==> src/rtl/carfield_l2_port_arbiter.sv <==
// Arbitrates NumReq requesters onto the two windows of a dual-port L2.
// Address decode, per-port round-robin and per-port IDLE/REQ/WAIT sequencing.
module carfield_l2_port_arbiter #(
   parameter int unsigned          NumReq     = 2,
   parameter int unsigned          AddrWidth  = 48,
   parameter int unsigned          DataWidth  = 64,
   parameter logic [AddrWidth-1:0] L2Base     = 'h7800_0000,
   parameter logic [AddrWidth-1:0] L2PortSize = 'h0020_0000
) (
   input  logic                                  clk_i,
   input  logic                                  rst_i,
   input  logic [NumReq-1:0]                     req_valid_i,
   output logic [NumReq-1:0]                     req_ready_o,
   input  logic [NumReq-1:0][AddrWidth-1:0]      req_addr_i,
   input  logic [NumReq-1:0]                     req_we_i,
   input  logic [NumReq-1:0][DataWidth-1:0]      req_wdata_i,
   input  logic [NumReq-1:0][DataWidth/8-1:0]    req_be_i,
   output logic [NumReq-1:0]                     rsp_valid_o,
   output logic [NumReq-1:0][DataWidth-1:0]      rsp_rdata_o,
   output logic [NumReq-1:0]                     rsp_err_o,
   output logic [1:0]                            port_req_o,
   input  logic [1:0]                            port_gnt_i,
   output logic [1:0][AddrWidth-1:0]             port_addr_o,
   output logic [1:0]                            port_we_o,
   output logic [1:0][DataWidth-1:0]             port_wdata_o,
   output logic [1:0][DataWidth/8-1:0]           port_be_o,
   input  logic [1:0]                            port_rvalid_i,
   input  logic [1:0][DataWidth-1:0]             port_rdata_i
);

   localparam int unsigned BeWidth  = DataWidth / 8;
   localparam int unsigned IdxWidth = (NumReq > 1) ? $clog2(NumReq) : 1;
   localparam int unsigned ExtWidth = AddrWidth + 2;

   // Window bounds widened by two bits so base + 2*size cannot wrap.
   localparam logic [ExtWidth-1:0]  Base0     = ExtWidth'(L2Base);
   localparam logic [ExtWidth-1:0]  Base1     = Base0 + ExtWidth'(L2PortSize);
   localparam logic [ExtWidth-1:0]  Limit     = Base1 + ExtWidth'(L2PortSize);
   localparam logic [AddrWidth-1:0] Port1Base = L2Base + L2PortSize;

   typedef enum logic [1:0] {
      IDLE = 2'd0,
      REQ  = 2'd1,
      WAIT = 2'd2
   } port_state_e;

   port_state_e                     state_q [2];
   port_state_e                     state_d [2];
   logic [1:0][IdxWidth-1:0]        ptr_q, ptr_d;
   logic [1:0][IdxWidth-1:0]        owner_q, owner_d;
   logic [NumReq-1:0]               busy_q, busy_d;

   logic [1:0]                      port_req_d;
   logic [1:0][AddrWidth-1:0]       port_addr_q, port_addr_d;
   logic [1:0]                      port_we_q, port_we_d;
   logic [1:0][DataWidth-1:0]       port_wdata_q, port_wdata_d;
   logic [1:0][BeWidth-1:0]         port_be_q, port_be_d;

   logic [NumReq-1:0]               rsp_valid_q, rsp_valid_d;
   logic [NumReq-1:0][DataWidth-1:0] rsp_rdata_q, rsp_rdata_d;
   logic [NumReq-1:0]               rsp_err_q, rsp_err_d;

   logic [1:0][NumReq-1:0]          hit;
   logic [NumReq-1:0]               dec_err;

   // Unsigned window decode per requester.
   always_comb begin
      hit     = '0;
      dec_err = '0;
      for (int i = 0; i < NumReq; i++) begin
         hit[0][i]  = (ExtWidth'(req_addr_i[i]) >= Base0) && (ExtWidth'(req_addr_i[i]) < Base1);
         hit[1][i]  = (ExtWidth'(req_addr_i[i]) >= Base1) && (ExtWidth'(req_addr_i[i]) < Limit);
         dec_err[i] = !(hit[0][i] || hit[1][i]);
      end
   end

   // Next-state: port FSMs, arbitration, busy tracking and responses.
   always_comb begin
      logic                found;
      logic [IdxWidth-1:0] sel;

      found        = 1'b0;
      sel          = '0;
      state_d      = state_q;
      ptr_d        = ptr_q;
      owner_d      = owner_q;
      busy_d       = busy_q;
      port_addr_d  = port_addr_q;
      port_we_d    = port_we_q;
      port_wdata_d = port_wdata_q;
      port_be_d    = port_be_q;
      rsp_valid_d  = '0;
      rsp_rdata_d  = '0;
      rsp_err_d    = '0;
      req_ready_o  = '0;

      for (int p = 0; p < 2; p++) begin
         unique case (state_q[p])
            IDLE: begin
               found = 1'b0;
               for (int unsigned k = 0; k < NumReq; k++) begin
                  sel = IdxWidth'((32'(ptr_q[p]) + k) % NumReq);
                  if (!found && req_valid_i[sel] && !busy_q[sel] && hit[p][sel]) begin
                     found           = 1'b1;
                     req_ready_o[sel] = 1'b1;
                     busy_d[sel]     = 1'b1;
                     owner_d[p]      = sel;
                     ptr_d[p]        = IdxWidth'((32'(sel) + 1) % NumReq);
                     state_d[p]      = REQ;
                     port_addr_d[p]  = req_addr_i[sel] - ((p == 0) ? L2Base : Port1Base);
                     port_we_d[p]    = req_we_i[sel];
                     port_wdata_d[p] = req_wdata_i[sel];
                     port_be_d[p]    = req_be_i[sel];
                  end
               end
            end
            REQ: begin
               if (port_gnt_i[p]) state_d[p] = WAIT;
            end
            WAIT: begin
               if (port_rvalid_i[p]) begin
                  state_d[p]                = IDLE;
                  rsp_valid_d[owner_q[p]]   = 1'b1;
                  rsp_rdata_d[owner_q[p]]   = port_we_q[p] ? '0 : port_rdata_i[p];
                  busy_d[owner_q[p]]        = 1'b0;
               end
            end
            default: state_d[p] = IDLE;
         endcase
      end

      // Decode errors bypass arbitration and answer on the next cycle.
      for (int i = 0; i < NumReq; i++) begin
         if (req_valid_i[i] && !busy_q[i] && dec_err[i]) begin
            req_ready_o[i] = 1'b1;
            rsp_valid_d[i] = 1'b1;
            rsp_err_d[i]   = 1'b1;
         end
      end

      for (int p = 0; p < 2; p++) port_req_d[p] = (state_d[p] == REQ);
   end

   always_ff @(posedge clk_i) begin
      if (rst_i) begin
         for (int p = 0; p < 2; p++) state_q[p] <= IDLE;
         ptr_q        <= '0;
         owner_q      <= '0;
         busy_q       <= '0;
         port_req_o   <= '0;
         port_addr_q  <= '0;
         port_we_q    <= '0;
         port_wdata_q <= '0;
         port_be_q    <= '0;
         rsp_valid_q  <= '0;
         rsp_rdata_q  <= '0;
         rsp_err_q    <= '0;
      end else begin
         for (int p = 0; p < 2; p++) state_q[p] <= state_d[p];
         ptr_q        <= ptr_d;
         owner_q      <= owner_d;
         busy_q       <= busy_d;
         port_req_o   <= port_req_d;
         port_addr_q  <= port_addr_d;
         port_we_q    <= port_we_d;
         port_wdata_q <= port_wdata_d;
         port_be_q    <= port_be_d;
         rsp_valid_q  <= rsp_valid_d;
         rsp_rdata_q  <= rsp_rdata_d;
         rsp_err_q    <= rsp_err_d;
      end
   end

   assign port_addr_o  = port_addr_q;
   assign port_we_o    = port_we_q;
   assign port_wdata_o = port_wdata_q;
   assign port_be_o    = port_be_q;
   assign rsp_valid_o  = rsp_valid_q;
   assign rsp_rdata_o  = rsp_rdata_q;
   assign rsp_err_o    = rsp_err_q;

endmodule

==> config.mk <==
export PLATFORM = sky130hd
export DESIGN_NAME = carfield_l2_port_arbiter
export DESIGN_NICKNAME = d
export VERILOG_FILES = /design/src/rtl/carfield_l2_port_arbiter.sv
export SDC_FILE = /design/constraint.sdc
export NUM_CORES = 1
export LEC_CHECK = 0
export ABC_AREA = 1
export BUFFER_PORTS_ARGS = -buffer_cell sky130_fd_sc_hd__clkbuf_2
export CAP_MARGIN = 20
export CORE_AREA = 10 10 288 290
export CTS_CLUSTER_DIAMETER = 120
export CTS_CLUSTER_SIZE = 28
export DETAILED_ROUTE_END_ITERATION = 10
export DIE_AREA = 0 0 298 300
export SLEW_MARGIN = 10
export SYNTH_ARGS = -nofsm -noshare
export SYNTH_HDL_FRONTEND = slang
export SYNTH_SLANG_ARGS = --single-unit
==> constraint.sdc <==
create_clock -name clk_i -period 2.84 [get_ports clk_i]
set_input_delay 0.568 -clock clk_i [delete_from_list [all_inputs] [get_ports clk_i]]
set_output_delay 0.568 -clock clk_i [all_outputs]
set_load 0.05 [all_outputs]
==> results_dict.tcl, run 1 <==
set metrics [dict create \
    cts_num_sinks 386 \
    antenna_left 0 \
    coreArea_mm2 0.0771 \
    arrival_ns 2.36 \
    place_hpwl_um 70900 \
    max_freq_mhz 342 \
    whs_path_depth 3 \
    max_cap_violations 0 \
    grt_pass1_wl_um 138000 \
    power.density_mw_per_mm2 374 \
    seq_area_frac_synth_pct 38.9 \
    multi_input_area_mm2 0.00975 \
    setup_ws_ns -0.0867 \
    synthDistinctLibCells 33 \
    final_area_mm2 0.0265 \
    synth_cells 3200 \
    cts_buffer_depth 3 \
    startpoint_type "input pin" \
    postLayoutCoreUtil_pct 34.4 \
    die_h_um 300 \
    r2r_cells 7 \
    die_area_mm2 0.0894 \
    synth-main-ff-cell "dfxtp_1" \
    grt_start_max_net_pins 133 \
    p_leak_nw 13.7 \
    path_max_fanout 3 \
    path_clk_slew_ns 0.12 \
    nets 4260 \
    hold_viol 0 \
    setup_viol 2 \
    fp.dieW_um 298 \
    ctsHoldBuffers 0 \
    cts_tree "done" \
    crit_top_cell "nor2_4" \
    fin_crit_ns 2.93 \
    path_depth 15 \
    io_pins 756 \
    cp.buffers_inverters 3 \
    cp_top_family "simple AND/OR/NAND/NOR gates" \
    ys_ff_latch 386 \
    status "finished with violations" \
    dpl-instance-area_mm2 0.0256 \
    violations "setup timing" \
    grt_pass1_vias 21200 \
    cp.required_ns 2.27 \
    critPathKind "input pin to primary output" \
    regArea_mm2 0.00774 \
    antenna_found_initial 22 \
    slowest_delay_ns 0.19 \
    hp-class "input pin to register" \
    end_kind "primary output" \
    vdd_drop_max_v 0.000374 \
    layoutNonFillerInstCount 4945 \
    cts_buffers 21 \
    fillerInstances 8438 \
    cp_cell_sequence "buf_6 -> nor2_4 -> nand2_2 -> nor2_4 -> buf_6 -> nand2_4 -> nor2_4 -> nand4_1 -> nand2_1 -> nand2_2 -> nor2_4 -> nor2_2 -> nor3_2 -> nand3b_1 -> buf_12" \
    drive_gt1_share_pct 25.2 \
    async_flop_share_pct 0 \
    route.vias.total 22700 \
    overflow 0 \
    dp.cells 4889 \
    ctsHtreeMaxLevel 1 \
    drtIter0Drc 1610 \
    worst_pin_slew_ns 0.936 \
    clk_latency_ns 0.59 \
    syn-cell-area_mm2 0.0199 \
    syn-num-nets 3582 \
    synth_edf_count 0 \
    grtUsageTotal_pct 19.6 \
    final_max_slew_viol_count 0 \
    slew_headroom_pct 37.6 \
    finalCritPeriodShare_pct 103 \
    initial_core_util_pct 25.8 \
    place_congestion 0.897 \
    vias_per_cell 4.59 \
    wl_per_cell_um 18.9 \
    drc_errors 0 \
    slowest_stage "nor3_2" \
    synth_area_per_cell_um2 6.21 \
    rows 102 \
    portBuffers 755 \
    ys_warn_count 0 \
    fin_worst_skew_ns 0.0438 \
    rsz0062_at_grt "true" \
    area_delta_synth_final_pct 33.3 \
    drt-total-wl_um 93300 \
    cts-root-buf "clkbuf_16" \
    first_pass_iters 5 \
]
## repair_timing
item	CTS	global route
setup buffers	5	1
resized for setup	31	14
pin swaps	19	17
setup endpoints to repair	2	2
## stage by stage
step / TNS, ns / hold slack [ns] / power (W) / setup slack [ns]
floorplan: -0.0315 / 0.479 / 0.00594 / -0.0315
global route: -0.406 / 0.207 / 0.0104 / -0.213
detailed placement: -32.99 / 0.444 / 0.00639 / -0.331
CTS: -0.0820 / 0.192 / 0.0101 / -0.0567
finish: -0.134 / 0.225 / 0.00991 / -0.0867
global placement: -27.06 / 0.441 / 0.00638 / -0.329
## worst paths after layout
| check | from | to | slack (ns) |
|---|---|---|---|
| max reg2reg | state_q[1] | rsp_rdata_o[96] | 0.54 |
| min | port_rdata_i[26] | rsp_rdata_o[26] | 0.22 |
| max | req_addr_i[85] | req_ready_o[0] | -0.09 |
| min reg2reg | port_addr_o[90] | port_addr_o[90] | 0.46 |
## layout by cell type (no fill, tap or decap), types with 3 or more instances in the layout
| cell | instances |
|---|---|
| nand2_4 | 7 |
| nor2_4 | 12 |
| o21ai_4 | 3 |
| a21oi_1 | 261 |
| buf_12 | 39 |
| clkbuf_16 | 22 |
| nand3_1 | 259 |
| nand2_1 | 995 |
| inv_2 | 4 |
| nand2_2 | 9 |
| a211oi_1 | 91 |
| nand4_1 | 6 |
| o21ai_0 | 214 |
| nand3b_1 | 5 |
| inv_1 | 427 |
| buf_4 | 89 |
| nor2_2 | 8 |
| diode_2 | 17 |
| inv_6 | 4 |
| clkbuf_2 | 749 |
| mux2i_1 | 3 |
| nor2_1 | 231 |
| ha_1 | 4 |
| nor3_1 | 20 |
| dfxtp_1 | 382 |
## cell type report
class | instances | share of cell area, %
Clock inverter | 12 | 0.571
Inverter | 438 | 6.38
Timing Repair Buffer | 885 | 20.0
Sequential cell | 386 | 29.2
Antenna cell | 17 | 0.161
Multi-Input combinational cell | 2146 | 36.8
Tap cell | 1040 | 4.91
Clock buffer | 21 | 1.98
## worst min-delay path, stage by stage
cell and delay [ns]:
clkbuf_2 0.08, nand2_1 0.07, a211oi_1 0.06
## Yosys cell counts (2+ instances only)
| cell | n | share of area (%) |
|---|---|---|
| dfxtp_1 | 386 | 39 |
| o21ai_0 | 216 | 5.4 |
| o211ai_1 | 2 | 0.076 |
| nand4_1 | 6 | 0.19 |
| a21oi_1 | 261 | 6.6 |
| nand3_1 | 262 | 6.6 |
| inv_1 | 434 | 8.2 |
| clkbuf_1 | 157 | 3.0 |
| buf_1 | 10 | 0.19 |
| mux2i_1 | 3 | 0.15 |
| buf_2 | 47 | 1.2 |
| ha_1 | 4 | 0.25 |
| nand2_1 | 1011 | 19 |
| o22ai_1 | 3 | 0.094 |
| a211oi_1 | 91 | 3.4 |
| buf_4 | 10 | 0.38 |
| nor3_1 | 21 | 0.53 |
| buf_6 | 6 | 0.34 |
| inv_2 | 3 | 0.057 |
| nor2_1 | 248 | 4.7 |
| nand3b_1 | 5 | 0.19 |
| nor2_2 | 3 | 0.094 |
## power by group
group / switching [W] / internal [W] / leakage [nW]
Sequential: 0.00000183 / 0.00541 / 3.11
Combinational: 0.000501 / 0.000368 / 10.3
Clock: 0.00217 / 0.00145 / 0.330
## cells by family after synthesis
group                    count (synthesis)  synth area share [%]
AND/OR/NAND/NOR                       1560                  31.5
buffers and inverters                  668                  13.3
AO/OA/AOI/OAI                          579                  15.9
flip-flops                             386                  38.9
adder cells (fa/ha/maj)                  4                 0.252
multiplexers                             3                 0.151
## layer usage
layer / track usage [%] / part of all wire (%)
met4: 6.39 / 3.1
met1: 23.9 / 41
met5: 0 / 0.042
met2: 33.9 / 49
met3: 4.35 / 6.9
## sequential cells by signal, indices dropped and copies added, names as in the netlist
| signal | flops |
|---|---|
| owner_q | 2 |
| state_q | 4 |
| port_addr_o | 96 |
| port_wdata_o | 128 |
| rsp_valid_o | 2 |
| port_req_o | 2 |
| rsp_rdata_o | 128 |
| port_we_o | 2 |
| rsp_err_o | 2 |
| ptr_q | 2 |
| busy_q | 2 |
| port_be_o | 16 |
Power figures use the tool's default switching activity.
==> run 2: changes to the inputs <==
REMOVE_ABC_BUFFERS = 1   (was unset)
==> results_dict.tcl, run 2 (same netlist as run 1, synthesis figures left out) <==
set metrics [dict create \
    status "finished with violations" \
    violations "setup timing" \
    cp.required_ns 2.27 \
    layout_common_cells "991 x nand2_1, 748 x clkbuf_2, 428 x inv_1, 383 x dfxtp_1, 261 x a21oi_1" \
    slew_headroom_pct 43.5 \
    vdd_drop_max_v 0.000328 \
    drt-total-wl_um 92000 \
    path_clk_slew_ns 0.11 \
    max_cap_violations 0 \
    io_pins 756 \
    coreArea_mm2 0.0771 \
    place_congestion 0.905 \
    worst_pin_slew_ns 0.847 \
    clkPwrFrac_pct 35.2 \
    initial_core_util_pct 25.8 \
    slowest_delay_ns 0.21 \
    route.vias.total 22700 \
    area_delta_synth_final_pct 34.1 \
    final_common_cell "nand2_1" \
    path_max_fanout 3 \
    drtIter0Drc 1278 \
    cts-root-buf "clkbuf_16" \
    ctsHtreeMaxLevel 1 \
    place_hpwl_um 69900 \
    die_h_um 300 \
    p_int_w 0.00714 \
    drive_gt1_share_pct 26.0 \
    hold_viol 0 \
    antenna_left 0 \
    cts_tree "done" \
    grtUsageTotal_pct 19.4 \
    cp_cell_sequence "buf_6 -> nor2_2 -> nand2_1 -> nor2_4 -> buf_4 -> nand3_2 -> nand2_1 -> inv_1 -> nand3_2 -> nand3_2 -> nor2_2 -> nor2_1 -> nor3_2 -> nand3b_1 -> buf_12" \
    arrival_ns 2.35 \
    end_kind "primary output" \
    portBuffers 755 \
    fp.dieW_um 298 \
    pwr-share-comb_pct 9.0 \
    startpoint_type "input pin" \
    grt_pass1_vias 21600 \
    first_pass_iters 6 \
    p_leak_nw 13.7 \
    pre_cts_ws_ns -0.154 \
    grt_start_max_net_pins 183 \
    max_freq_mhz 342 \
    fin_worst_skew_ns 0.0203 \
    fin_hold_ws_ns 0.254 \
    p_seq_share_pct 55.9 \
    power.switching_w 0.00255 \
    fin_crit_ns 2.92 \
    cts_num_sinks 386 \
    finalCritPeriodShare_pct 103 \
    vias_per_cell 4.59 \
    hp-class "input pin to register" \
    rsz0062_at_grt "true" \
    rrSetupSlack_ns 0.06 \
    slowest_stage "nor3_2" \
    wl_per_cell_um 18.6 \
    antenna_found_initial 6 \
    dpl-instance-area_mm2 0.0256 \
    cts_buffer_depth 3 \
    crit_top_cell "nand3_2" \
    setup_viol 4 \
    nets 4284 \
    grt_pass1_wl_um 137000 \
    overflow 0 \
    clk_latency_ns 0.57 \
    drc_errors 0 \
    postLayoutCoreUtil_pct 34.6 \
    cts_buffers 19 \
    critPathKind "input pin to primary output" \
    final_area_mm2 0.0267 \
    power_w 0.00969 \
    power.density_mw_per_mm2 364 \
    die_area_mm2 0.0894 \
    switching_share_pct 26.3 \
    rows 102 \
    final_max_slew_viol_count 0 \
    setup_ws_ns -0.0830 \
]
## run 2: worst max-delay path: cells and delay by family
kind                   cells  cell delay (ns)
AND/OR/NAND/NOR           11             1.33
buffers and inverters      4             0.44
## run 2: final cells by class
type,instances,area [µm²]
timing repair buffer,911,5570
multi-input combinational,2146,9800
clock inverter,6,68.8
fill,8490,50400
inverter,438,1660
clock buffer,21,514
sequential,386,7740
antenna,2,5.00
tap,1040,1300
## run 2: repair_timing
item | 4_1_cts | 5_1_grt
buffers inserted | 23 | 4
hold buffers | 0 | 0
endpoints found under the setup margin | 2 | 19
gates resized for setup | 21 | 60
gates cloned | 0 | 2
pin swaps | 15 | 34
hold endpoints to repair | 0 | 0
## run 2: layer usage
metal  GRT usage, %  share of wire (%)  routed length [µm]  vias up
li1               -                  -                   -    11400
met5              0              0.054                  50        -
met3           4.81                7.4                6800       97
met4           5.77                2.9                2650        8
met2           34.2                 49               45000      743
met1           23.0                 41               37500    10400
## run 2: power groups by stage
stage | clock (W) | sequential (W) | combinational, W
after floorplan | 0 | 0.00555 | 0.000336
after global placement | 0 | 0.00554 | 0.000837
after detailed placement | 0 | 0.00554 | 0.000848
after CTS | 0.00356 | 0.00541 | 0.000858
after global routing | 0.00371 | 0.00542 | 0.000984
final | 0.00341 | 0.00541 | 0.000869
## run 2: path summary, 6_finish.rpt
check | from | endpoint | depth (start not counted)
worst min-delay path | port_rdata_i[48] | rsp_rdata_o[112] | 3
worst max-delay path | req_addr_i[90] | req_ready_o[0] | 15
worst min register to register | port_addr_o[86] | port_addr_o[86] | 2
worst max register to register | ptr_q[1] | port_addr_o[89] | 19
## run 2: per-stage QoR
stage | setup TNS (ns) | cells
final | -0.138 | 4950
after global routing | -2.00 | 4949
after CTS | -0.0392 | 4943
after detailed placement | -8.81 | 4894
after global placement | -4.94 | 4894
after floorplan | -1598.37 | 2970
